`src/rtl/im_loader.sv`:
```
// Instruction-memory loader.
// Receives a big-endian 16-bit word count followed by that many 16-bit
// instruction words (high byte first) over a valid/ready byte stream, and
// issues one instruction-memory write per word at addresses 0..N-1.
// A zero or oversized word count aborts the load and raises a sticky err.
module im_loader #(
  parameter int DEPTH = 2048
) (
  input  logic        clk,
  input  logic        rst_n,
  input  logic        load_start,
  input  logic [7:0]  rx_data,
  input  logic        rx_vld,
  output logic        rx_rdy,
  output logic        we,
  output logic [15:0] wr_addr,
  output logic [15:0] wr_data,
  output logic        busy,
  output logic        done,
  output logic        err
);

  // One bit wider than the word count so that DEPTH up to 65536 compares safely.
  localparam logic [16:0] DEPTH_W = 17'(DEPTH);

  typedef enum logic [2:0] {
    S_IDLE,
    S_LEN_HI,
    S_LEN_LO,
    S_DATA_HI,
    S_DATA_LO,
    S_WRITE,
    S_FINISH,
    S_ERROR
  } state_t;

  state_t      r_state;
  state_t      w_state_next;

  logic [7:0]  r_len_hi;    // high byte of the word count, waiting for the low byte
  logic [15:0] r_len;       // word count N for the load in progress
  logic [15:0] r_idx;       // index of the word currently being received/written
  logic [7:0]  r_data_hi;   // high byte of the instruction word being assembled
  logic [15:0] r_wr_addr;
  logic [15:0] r_wr_data;
  logic        r_err;

  logic        w_xfer;      // a byte moves on the next rising edge
  logic [15:0] w_len;       // word count formed from the held high byte and the incoming low byte
  logic        w_len_bad;   // word count is zero or larger than the memory
  logic        w_last;      // the word being written is the final one of the load

  assign w_xfer    = rx_vld & rx_rdy;
  assign w_len     = {r_len_hi, rx_data};
  assign w_len_bad = (w_len == 16'd0) || ({1'b0, w_len} > DEPTH_W);
  assign w_last    = (r_idx == (r_len - 16'd1));

  assign wr_addr = r_wr_addr;
  assign wr_data = r_wr_data;
  assign err     = r_err;

  // State register; reset wins over every other event in the same cycle.
  always_ff @(posedge clk) begin
    if (!rst_n) begin
      r_state <= S_IDLE;
    end else begin
      r_state <= w_state_next;
    end
  end

  // Next-state decode and state-derived strobes.
  always_comb begin
    w_state_next = r_state;
    rx_rdy       = 1'b0;
    we           = 1'b0;
    busy         = 1'b1;
    done         = 1'b0;
    case (r_state)
      S_IDLE: begin
        busy = 1'b0;
        if (load_start) begin
          w_state_next = S_LEN_HI;
        end
      end
      S_LEN_HI: begin
        rx_rdy = 1'b1;
        if (rx_vld) begin
          w_state_next = S_LEN_LO;
        end
      end
      S_LEN_LO: begin
        rx_rdy = 1'b1;
        if (rx_vld) begin
          w_state_next = w_len_bad ? S_ERROR : S_DATA_HI;
        end
      end
      S_DATA_HI: begin
        rx_rdy = 1'b1;
        if (rx_vld) begin
          w_state_next = S_DATA_LO;
        end
      end
      S_DATA_LO: begin
        rx_rdy = 1'b1;
        if (rx_vld) begin
          w_state_next = S_WRITE;
        end
      end
      S_WRITE: begin
        we           = 1'b1;
        w_state_next = w_last ? S_FINISH : S_DATA_HI;
      end
      S_FINISH: begin
        done         = 1'b1;
        w_state_next = S_IDLE;
      end
      S_ERROR: begin
        w_state_next = S_IDLE;
      end
      default: begin
        w_state_next = S_IDLE;
      end
    endcase
  end

  // Datapath: capture bytes on accepted transfers, stage the write, advance the index.
  always_ff @(posedge clk) begin
    if (!rst_n) begin
      r_len_hi  <= 8'd0;
      r_len     <= 16'd0;
      r_idx     <= 16'd0;
      r_data_hi <= 8'd0;
      r_wr_addr <= 16'd0;
      r_wr_data <= 16'd0;
      r_err     <= 1'b0;
    end else begin
      case (r_state)
        S_IDLE: begin
          if (load_start) begin
            r_err <= 1'b0;
            r_idx <= 16'd0;
          end
        end
        S_LEN_HI: begin
          if (w_xfer) begin
            r_len_hi <= rx_data;
          end
        end
        S_LEN_LO: begin
          if (w_xfer) begin
            r_len <= w_len;
            // Set on entry to the error state so err is already high there.
            if (w_len_bad) begin
              r_err <= 1'b1;
            end
          end
        end
        S_DATA_HI: begin
          if (w_xfer) begin
            r_data_hi <= rx_data;
          end
        end
        S_DATA_LO: begin
          // Address and data only change here, so they stay put whenever we is low.
          if (w_xfer) begin
            r_wr_addr <= r_idx;
            r_wr_data <= {r_data_hi, rx_data};
          end
        end
        S_WRITE: begin
          if (!w_last) begin
            r_idx <= r_idx + 16'd1;
          end
        end
        default: begin
        end
      endcase
    end
  end

endmodule

```
`config.mk`:
```
export PLATFORM = sky130hd
export DESIGN_NAME = im_loader
export DESIGN_NICKNAME = d
export VERILOG_FILES = /design/src/rtl/im_loader.sv
export SDC_FILE = /design/constraint.sdc
export NUM_CORES = 1
export LEC_CHECK = 0
export ABC_AREA = 1
export CAP_MARGIN = 0
export CORE_MARGIN = 2
export CORE_UTILIZATION = 42
export CTS_CLUSTER_SIZE = 40
export DETAILED_ROUTE_END_ITERATION = 16
export HOLD_SLACK_MARGIN = 0.08
export PLACE_DENSITY = 0.64
export SETUP_SLACK_MARGIN = 0.15
export SLEW_MARGIN = 30
export SYNTH_ARGS = -nofsm -noshare
export SYNTH_HDL_FRONTEND = slang
export SYNTH_SLANG_ARGS = --single-unit
```
`constraint.sdc`:
```
create_clock -name clk -period 3 [get_ports clk]
set_input_delay 0.75 -clock clk [delete_from_list [all_inputs] [get_ports clk]]
set_output_delay 0.75 -clock clk [all_outputs]
set_load 0.01 [all_outputs]
```
==> impl_metrics.env <==
export IMPL_synthFlopType="dfxtp_1"
export IMPL_ir_drop_mv=0.302
export IMPL_grt_pass1_wl_um=17000
export IMPL_hold_viol=0
export IMPL_cts_tree="built"
export IMPL_cp_slowest_stage_delay_ps=550
export IMPL_rsz0062_at_grt="false"
export IMPL_port_buffers=48
export IMPL_stdcell_area_um2=5080
export IMPL_antenna_found_initial=0
export IMPL_synthArstFlopShare_pct=0
export IMPL_post_synth_top_count_cell="dfxtp_1"
export IMPL_skew_ps=8.10
export IMPL_slew_headroom_pct=63.4
export IMPL_root_buffer="clkbuf_8"
export IMPL_clk_pin_slew_ps=80
export IMPL_hp_class="reg -> reg"
export IMPL_synthCells=606
export IMPL_ant_nets=0
export IMPL_period_minus_slack_ps=2640
export IMPL_ys_ff_latch=84
export IMPL_drt_total_wl_um=9880
export IMPL_r2r_start="r_len[0]$_SDFFE_PN0P_"
export IMPL_h_tree_depth=3
export IMPL_synth_cell_type_count=32
export IMPL_gr_total_overflow=0
export IMPL_hold_path_depth=2
export IMPL_tightest_slew_ps=544
export IMPL_clk_path_buf_depth=2
export IMPL_synth_compound_area_share_pct=17.9
export IMPL_yosysSeqAreaShare_pct=39.4
export IMPL_required_ps=2250
export IMPL_place_congestion=0.892
export IMPL_reg2reg_depth=15
export IMPL_fin_setup_tns_ps=0
export IMPL_clk_latency_ps=360
export IMPL_cap_violations=0
export IMPL_grt_pass1_vias=3670
export IMPL_crit_chain="inv_2, nor2_1, inv_1, nor2_1, inv_1, nand3_1, clkdlybuf4s50_1"
export IMPL_die_w_um=105
export IMPL_synth_warnings=0
export IMPL_dr_pass1_iters=4
export IMPL_layout_drive_gt1_share_pct=10.1
export IMPL_remaining_drc_errors=0
export IMPL_dp_hpwl_um=7350
export IMPL_syn_nets=620
export IMPL_critPathSlowestCell="clkdlybuf4s50_1"
export IMPL_numCtsBuffers=9
export IMPL_nets=664
export IMPL_setup_viol=0
export IMPL_p_leak_nw=1.92
export IMPL_outcome="finished clean"
export IMPL_synth_mux_area_share_pct=0
export IMPL_hold_buffers=0
export IMPL_worstSetupStartpointType="flop"
export IMPL_core_area_um2=9820
export IMPL_post_cts_setup_buffers=0
export IMPL_end_kind="output pin"
export IMPL_dpl_instance_area_um2=4890
export IMPL_synth_simple_area_share_pct=26.3
export IMPL_grt_max_degree=43
export IMPL_avgRoutedWirePerCell_um=12.5
export IMPL_clock_fmax_mhz=379
export IMPL_synth_fa_ha_area_share_pct=0.587
export IMPL_avgSynthCellArea_um2=7.04
export IMPL_synth_edf_count=0
export IMPL_rows=36
export IMPL_synth_xor_area_share_pct=5.54
export IMPL_via_per_inst=4.86
export IMPL_num_vias=3831
export IMPL_fillers=985
export IMPL_yosys_top_cells_area="dfxtp_1, o21ai_0, a21oi_1"
export IMPL_cts_resized=0
export IMPL_drt_iter0_drc=158
export IMPL_criticalPathCategory="reg -> out"
export IMPL_synth_top_cell_area_share_pct=39.4
export IMPL_drv_slew=0
export IMPL_die_area_um2=11000
export IMPL_hp_start="wr_addr[12]$_SDFFE_PN0P_"
export IMPL_crit_start="r_state[0]$_SDFFE_PN0P_"
export IMPL_top_level_ports=49
export IMPL_clock_sinks=84
export IMPL_netlist_area_um2=4270
export IMPL_arrival_ps=1890
export IMPL_syn2layout_area_growth_pct=19.1
export IMPL_grtUsageTotal_pct=18.7
export IMPL_synth_top_family_by_area="simple AND/OR/NAND/NOR gates"
export IMPL_yosys_area_top_type="dfxtp_1"
export IMPL_initial_core_util_pct=43.4
export IMPL_die_h_um=105
export IMPL_min_period_over_period_pct=88.0
export IMPL_power_per_cell_area_nw_per_um2=736
export IMPL_crit_fanout=5
export IMPL_diodes=0
export IMPL_synth_common_cells="dfxtp_1, nand2_1, inv_1"
cell usage in the layout (no fill, tap or decap), types with 9 or more instances in the layout:
master           instances
nand2_1                 83
o21ai_0                 67
dfxtp_1                 84
a21oi_2                  9
a21oi_1                 64
clkdlybuf4s50_1         48
xor2_1                  19
inv_1                   81
clkbuf_8                 9
nand3_1                 18
nand2_2                 12
nor2_1                  73
nand4_1                 20
registers in the layout (all words and copies together) (netlist names):
register	cells
wr_addr	16
r_idx	16
err	1
r_state	3
r_len	16
r_data_hi	8
wr_data	16
r_len_hi	8
power by group:
part / switching, mW / internal (mW) / leakage [nW]
logic: 0.965 / 0.579 / 1.15
clock network: 0.418 / 0.385 / 0.0927
registers: 0.133 / 1.26 / 0.680
total: 1.52 / 2.22 / 1.92
final timing paths:
kind	endpoint	slack [ps]
setup / recovery	rx_rdy	360
setup reg to reg	r_idx[1]$_SDFFE_PN0P_	640
hold reg to reg	wr_addr[12]$_SDFFE_PN0P_	450
hold / removal	wr_addr[12]$_SDFFE_PN0P_	450
stage by stage:
| step | hold WS (ps) | util [%] | total power [mW] | worst slack, ps | cells |
|---|---|---|---|---|---|
| after floorplan | 420 | - | 2.58 | 1050 | 606 |
| after global placement | 431 | 49.8 | 2.91 | 467 | 772 |
| after detailed placement | 434 | 49.8 | 2.95 | 410 | 772 |
| after CTS | 447 | 51.7 | 3.75 | 345 | 788 |
| after global routing | 462 | 51.7 | 4.04 | 248 | 788 |
| final | 446 | 51.7 | 3.74 | 359 | 788 |
layer usage:
metal  up-vias  part of all wire (%)  routed length [um]  GRT usage [%]
met3        15                   3.4                 340           3.49
li1       2041                     -                   -              -
met2        70                    44                4350           30.2
met4         0                   1.5                 151           5.90
met5         -                     0                   0              0
met1      1705                    51                5040           25.3
critical path, delay by kind of cell, from the launching register on:
kind          cells  cell delay, ps
buf+inv           4             790
simple gates      3             320
flops             1             430
final cells by class:
cell class	count	area (um^2)	area share, %
Timing Repair Buffer	57	561	11.0
Clock buffer	10	128	2.51
Inverter	87	327	6.43
Clock inverter	6	63.8	1.26
Sequential cell	84	1680	33.1
Tap cell	133	166	3.28
Multi-Input combinational cell	411	2150	42.4
kinds of logic (layout without fill, tap and decap cells):
group,Yosys count,after routing
buffers and inverters,111,160
and+or+nand+nor,238,238
DFF,84,84
xor gates and xnor gates,27,27
AOI/OAI and AO/OA,144,144
adders and majority gates,2,2
Note: power is estimated with default switching activity, not from simulation.
